`config.mk`:
```
export PLATFORM = sky130hd
export DESIGN_NAME = mips_debug_loader
export DESIGN_NICKNAME = d
export VERILOG_FILES = /design/src/rtl/mips_debug_pkg.sv /design/src/rtl/mips_debug_loader_tx.sv /design/src/rtl/mips_debug_loader.sv
export SDC_FILE = /design/constraint.sdc
export NUM_CORES = 1
export LEC_CHECK = 0
export ABC_CLOCK_PERIOD_IN_PS = 4000
export CAP_MARGIN = 30
export CORE_ASPECT_RATIO = 0.7
export CORE_MARGIN = 3
export CORE_UTILIZATION = 56
export DETAILED_ROUTE_END_ITERATION = 12
export MAX_ROUTING_LAYER = met4
export PLACE_DENSITY = 0.92
export SYNTH_ARGS = -nofsm -noshare
export SYNTH_HDL_FRONTEND = slang
export SYNTH_SLANG_ARGS = --single-unit
```
`constraint.sdc`:
```
create_clock -name i_clk -period 4 [get_ports i_clk]
set_input_delay 0.8 -clock i_clk [delete_from_list [all_inputs] [get_ports i_clk]]
set_output_delay 0.8 -clock i_clk [all_outputs]
set_load 0.02 [all_outputs]
```
`src/rtl/mips_debug_pkg.sv`:
```
// Shared encodings for the MIPS debug loader: FSM states, host command bytes,
// acknowledge bytes and the HALT opcode that terminates a program load.
package mips_debug_pkg;

  localparam logic [2:0] ST_IDLE    = 3'd0;
  localparam logic [2:0] ST_LOAD    = 3'd1;
  localparam logic [2:0] ST_LOAD_WR = 3'd2;
  localparam logic [2:0] ST_RUN     = 3'd3;
  localparam logic [2:0] ST_STEP    = 3'd4;
  localparam logic [2:0] ST_DUMP_RD = 3'd5;
  localparam logic [2:0] ST_DUMP_TX = 3'd6;
  localparam logic [2:0] ST_ACK     = 3'd7;

  localparam logic [7:0] CMD_LOAD = 8'h4C;
  localparam logic [7:0] CMD_RUN  = 8'h52;
  localparam logic [7:0] CMD_STEP = 8'h53;
  localparam logic [7:0] CMD_DUMP = 8'h44;

  localparam logic [7:0] ACK_OK   = 8'h4B;
  localparam logic [7:0] ACK_ERR  = 8'h45;
  localparam logic [7:0] ACK_HALT = 8'h48;

  localparam logic [31:0] HALT_OP = 32'h0000_0000;

endpackage

```
`src/rtl/mips_debug_loader_tx.sv`:
```
// Byte serializer for the debug UART: sends a word MSB first (or only its low
// byte in one-byte mode) over a valid/ready handshake, then pulses done.
module debug_tx_serializer #(
  parameter int NB_DATA = 32,
  parameter int NB_BYTE = 8
) (
  input  logic               clk,
  input  logic               reset,
  input  logic               start,
  input  logic               one_byte,
  input  logic [NB_DATA-1:0] word,
  input  logic               tx_ready,
  output logic [NB_BYTE-1:0] tx_data,
  output logic               tx_valid,
  output logic               done
);
  localparam int NBYTES = NB_DATA / NB_BYTE;
  localparam int NB_CNT = $clog2(NBYTES);

  logic [NB_DATA-1:0] shreg;
  logic [NB_CNT-1:0]  left;

  always_ff @(posedge clk) begin
    if (reset) begin
      shreg    <= '0;
      left     <= '0;
      tx_data  <= '0;
      tx_valid <= 1'b0;
      done     <= 1'b0;
    end else begin
      done <= 1'b0;
      if (tx_valid) begin
        // tx_data only moves on an accepting edge, so it is stable while stalled
        if (tx_ready) begin
          if (left == '0) begin
            tx_valid <= 1'b0;
            done     <= 1'b1;
          end else begin
            tx_data <= shreg[NB_DATA-1 -: NB_BYTE];
            shreg   <= shreg << NB_BYTE;
            left    <= left - 1'b1;
          end
        end
      end else if (start) begin
        tx_valid <= 1'b1;
        if (one_byte) begin
          tx_data <= word[NB_BYTE-1:0];
          shreg   <= '0;
          left    <= '0;
        end else begin
          tx_data <= word[NB_DATA-1 -: NB_BYTE];
          shreg   <= word << NB_BYTE;
          left    <= NB_CNT'(NBYTES - 1);
        end
      end
    end
  end

endmodule

```
`src/rtl/mips_debug_loader.sv`:
```
// Host-side debug controller for top_mips: loads program words from the UART
// byte stream, runs or single-steps the pipeline, and dumps the register file.
module mips_debug_loader
  import mips_debug_pkg::*;
#(
  parameter int NB_DATA  = 32,
  parameter int NB_ADDR  = 32,
  parameter int NB_REG   = 5,
  parameter int NB_BYTE  = 8,
  parameter int MAX_INST = 256
) (
  input  logic               i_clk,
  input  logic               i_reset,
  input  logic [NB_BYTE-1:0] i_rx_data,
  input  logic               i_rx_valid,
  input  logic               i_halt,
  input  logic [NB_DATA-1:0] i_data_read_debug,
  input  logic               i_tx_ready,
  output logic [NB_BYTE-1:0] o_tx_data,
  output logic               o_tx_valid,
  output logic               o_enable,
  output logic               o_write,
  output logic [NB_ADDR-1:0] o_address,
  output logic [NB_DATA-1:0] o_instruction,
  output logic [NB_REG-1:0]  o_address_read_debug
);
  localparam int NB_PTR = $clog2(MAX_INST) + 1;

  logic [2:0]         state;
  logic [1:0]         byte_cnt;
  logic [NB_DATA-1:0] asm_word;
  logic [NB_DATA-1:0] asm_next;
  logic [NB_PTR-1:0]  word_ptr;
  logic               tx_start;
  logic               tx_one;
  logic [NB_DATA-1:0] tx_word;
  logic               tx_done;

  assign asm_next = {asm_word[NB_DATA-NB_BYTE-1:0], i_rx_data};

  always_ff @(posedge i_clk) begin
    if (i_reset) begin
      state                <= ST_IDLE;
      byte_cnt             <= '0;
      asm_word             <= '0;
      word_ptr             <= '0;
      tx_start             <= 1'b0;
      tx_one               <= 1'b0;
      tx_word              <= '0;
      o_enable             <= 1'b0;
      o_write              <= 1'b0;
      o_address            <= '0;
      o_instruction        <= '0;
      o_address_read_debug <= '0;
    end else begin
      tx_start <= 1'b0;
      o_write  <= 1'b0;
      case (state)
        ST_IDLE: begin
          if (i_rx_valid) begin
            case (i_rx_data)
              CMD_LOAD: begin
                byte_cnt <= '0;
                state    <= ST_LOAD;
              end
              CMD_RUN: begin
                o_enable <= 1'b1;
                state    <= ST_RUN;
              end
              CMD_STEP: begin
                o_enable <= 1'b1;
                state    <= ST_STEP;
              end
              CMD_DUMP: begin
                o_address_read_debug <= '0;
                state                <= ST_DUMP_RD;
              end
              default: ;
            endcase
          end
        end
        ST_LOAD: begin
          if (i_rx_valid) begin
            asm_word <= asm_next;
            byte_cnt <= byte_cnt + 1'b1;
            if (byte_cnt == 2'd3) begin
              o_write       <= 1'b1;
              o_address     <= NB_ADDR'(word_ptr) << 2;
              o_instruction <= asm_next;
              state         <= ST_LOAD_WR;
            end
          end
        end
        ST_LOAD_WR: begin
          if (o_instruction == NB_DATA'(HALT_OP)) begin
            word_ptr <= '0;
            tx_word  <= NB_DATA'(ACK_OK);
            tx_one   <= 1'b1;
            tx_start <= 1'b1;
            state    <= ST_ACK;
          end else if (word_ptr == NB_PTR'(MAX_INST - 1)) begin
            // Memory full: restart from word 0 on the next load
            word_ptr <= '0;
            tx_word  <= NB_DATA'(ACK_ERR);
            tx_one   <= 1'b1;
            tx_start <= 1'b1;
            state    <= ST_ACK;
          end else begin
            word_ptr <= word_ptr + 1'b1;
            state    <= ST_LOAD;
          end
        end
        ST_RUN: begin
          if (i_halt) begin
            o_enable <= 1'b0;
            tx_word  <= NB_DATA'(ACK_HALT);
            tx_one   <= 1'b1;
            tx_start <= 1'b1;
            state    <= ST_ACK;
          end
        end
        ST_STEP: begin
          o_enable <= 1'b0;
          tx_word  <= NB_DATA'(ACK_OK);
          tx_one   <= 1'b1;
          tx_start <= 1'b1;
          state    <= ST_ACK;
        end
        ST_DUMP_RD: begin
          // Register address has been stable for one cycle; capture its data
          tx_word  <= i_data_read_debug;
          tx_one   <= 1'b0;
          tx_start <= 1'b1;
          state    <= ST_DUMP_TX;
        end
        ST_DUMP_TX: begin
          if (tx_done) begin
            if (o_address_read_debug == '1) begin
              state <= ST_IDLE;
            end else begin
              o_address_read_debug <= o_address_read_debug + 1'b1;
              state                <= ST_DUMP_RD;
            end
          end
        end
        ST_ACK: begin
          if (tx_done) state <= ST_IDLE;
        end
        default: state <= ST_IDLE;
      endcase
    end
  end

  debug_tx_serializer #(
    .NB_DATA(NB_DATA),
    .NB_BYTE(NB_BYTE)
  ) u_tx (
    .clk      (i_clk),
    .reset    (i_reset),
    .start    (tx_start),
    .one_byte (tx_one),
    .word     (tx_word),
    .tx_ready (i_tx_ready),
    .tx_data  (o_tx_data),
    .tx_valid (o_tx_valid),
    .done     (tx_done)
  );

endmodule
```
==> run_results.csv <==
group,metric,value,unit
outcome,status,"finished clean",
yosys,netlist_instances,766,
timing,rsz0062_at_grt,"false",
final_layout,final_cell_mix,"166 x nand2_1, 156 x dfxtp_1, 100 x a21oi_1, 100 x clkdlybuf4s50_1, 46 x nor2_1",
floorplanning,die_y,95.9,um
critical_path,r2r_slack,1.58,ns
timing,tightestPinTransition,0.943,ns
pwr,power,3.38,mW
routing,initialDrtViolationCount,691,
clocking,cts_buffers,17,
timing,setup_violations,0,
yosys,synthArstFlopShare,0,
clocking,cts_tree,"built",
critical_path,worst-setup-path-type,"input port to register",
job,max-cap-violations,0,
yosys,ys_ff_latch,156,
floorplanning,die-area,12900,sq um
yosys,synth-edff-count,0,
final_layout,final_cells,1007,
final_layout,stdcell_area,8110,sq um
yosys,ys_seq_area_frac,0.484,
floorplanning,core,11100,sq um
final_layout,diodes,0,
routing,num_vias,6018,
grt,grt_max_degree,70,
routing,met1_length,7860,um
timing,post-route-min-period,2.59,ns
critical_path,crit_chain,"clkdlybuf4s50_1 -> nor4b_4 -> a31oi_2 -> a211o_1 -> or4_1 -> a21oi_1",
clocking,insertion_delay,0.42,ns
clocking,cts-resized-gates,0,
routing,ant_nets,0,
grt,track_usage,0.277,
routing,finalWirelength,17500,um
critical_path,start_kind,"input port",
floorplanning,pin_count,125,
clocking,htree_levels,4,
timing,holdWs,0.456,ns
place,placed_cell_area,7460,sq um
clocking,cts_setup_buffers,0,
clocking,cts_num_sinks,156,
yosys,synth_area_per_cell,8.43,sq um
timing,fin_ws,1.41,ns
critical_path,slowest_stage,"clkdlybuf4s50_1",
floorplanning,start_util,0.580,
final_layout,final_core_util,0.729,
grt,grt_antenna_before_repair,0,
yosys,syn-cell-area,6460,sq um
critical_path,worstPathArrival,2.94,ns
final_layout,num-fill-cells,765,
timing,slew_viol_final,0,
place,preCtsSetupSlack,1.01,ns
routing,dr.pass1.iters,5,
timing,max_clock_freq,386,MHz
timing,period_share,0.648,
routing,wl_met3,1380,um
floorplanning,rows,32,
timing,slew_headroom,0.370,
timing,finalSetupTns,0,ns
clocking,ctsRootBufferMaster,"clkbuf_16",
floorplanning,die_w,134,um
final_layout,layout.cells.most_common,"nand2_1",
grt,grt_overflow,0,
critical_path,crit_fanout,7,
critical_path,path_buf_inv,1,
pwr,cellPowerDensity,417,nW/um^2
routing,met2WireLength,7940,um
yosys,synth.distinct_cells,60,
place,gp_congestion,0.870,
place,dp_hpwl,10900,um
timing,clock_skew,0.0131,ns
final_layout,fin_nets,891,
place,placement.io_buffers,101,
grt,grt_pass1_wl,27600,um
pwr,ir_drop,0.361,mV
clocking,clk_pin_slew,0.06,ns
yosys,synth_ff_type,"dfxtp_1",
min_path,hold_class,"register to register",
clocking,cts-hold-fix-buffers,0,
critical_path,critical-path-top-delay-family,"simple AND/OR/NAND/NOR gates",
grt,grt_pass1_vias,5359,
critical_path,cp-end-kind,"register",
routing,vias_per_cell,5.98,
pwr,leakagePower,2.81,nW
routing,top_layer_used,"met4",
final_layout,areaGrowthSynthToFinish,25.6,%
place,dp_cells,974,
clocking,cts.path.max_buffers,2,
yosys,ys_warn_count,0,
critical_path,worst_ep_required_time,4.35,ns
routing,wire_per_inst,17.4,um
critical_path,slowest_delay,0.54,ns
routing,drc_errors,0,
timing,finalHoldViolations,0,
final_layout,drive_above_1_share,0.0726,
## routing by layer
metal  GRT usage  vias up
li1            -     2814
met1       0.377     2852
met2       0.416      308
met3      0.0564       44
met4      0.0958        0
met5           -        -
## registers in the layout (all words and copies together), names as in the netlist
signal,count
o_instruction,32
tx_word,32
asm_word,24
u_tx.shreg,24
o_address,9
word_ptr,9
u_tx.tx_data,8
o_address_read_debug,5
state,3
byte_cnt,2
u_tx.left,2
o_enable,1
o_write,1
tx_one,1
tx_start,1
u_tx.done,1
u_tx.tx_valid,1
## worst min-delay path, cell delays in order, from the launching register on
cell     delay, ns
dfxtp_1       0.31
nand2_1       0.05
a21oi_1       0.05
## power by group
part / leakage, nW / total (mW) / internal [mW] / switching [mW]
sequential: 1.26 / 1.56 / 1.55 / 0.00249
combinational: 1.25 / 0.122 / 0.0515 / 0.0709
clock: 0.300 / 1.70 / 1.00 / 0.696
total: 2.81 / 3.38 / 2.61 / 0.770
## kinds of logic after synthesis
group,Yosys count,share of synthesized area
buffers and inverters,87,0.0655
AOI/OAI and AO/OA,190,0.192
xor gates and xnor gates,6,0.00814
other,1,0.000581
muxes,9,0.0147
and+or+nand+nor,312,0.225
DFF,156,0.484
adders and majority gates,5,0.00969
## cells in the mapped netlist (all sizes together) (8+ instances only)
| library cell | n | area, sq um |
|---|---|---|
| nand2 | 166 | 623 |
| nor3 | 17 | 85.1 |
| nor2 | 46 | 173 |
| clkbuf | 47 | 176 |
| nor3b | 20 | 160 |
| a211oi | 21 | 158 |
| buf | 32 | 216 |
| o21ai | 13 | 65.1 |
| nand3 | 15 | 75.1 |
| nand4 | 8 | 50.1 |
| a21oi | 100 | 500 |
| dfxtp | 156 | 3120 |
| a32o | 28 | 280 |
| nor4 | 8 | 50.1 |
## cell type report
| type | count | area [sq um] | share of cell area |
|---|---|---|---|
| Multi-Input combinational cell | 545 | 3010 | 0.371 |
| Clock buffer | 17 | 425 | 0.0524 |
| Tap cell | 153 | 191 | 0.0236 |
| Clock inverter | 15 | 198 | 0.0244 |
| Inverter | 8 | 30.0 | 0.00370 |
| Sequential cell | 156 | 3120 | 0.385 |
| Timing Repair Buffer | 113 | 1140 | 0.140 |
## final timing paths
path                                           startpoint  cells after the start                              endpoint
worst max-delay path                         i_rx_data[0]                      6  o_address_read_debug[3]$_SDFFE_PP0P_
worst min-delay path            o_address[6]$_SDFFE_PP0P_                      2             o_address[6]$_SDFFE_PP0P_
worst max register to register      state[0]$_SDFFE_PP0P_                      6        o_instruction[15]$_SDFFE_PP0P_
worst min register to register  o_address[6]$_SDFFE_PP0P_                      2             o_address[6]$_SDFFE_PP0P_
No activity file was read; power rests on OpenSTA's default activity.
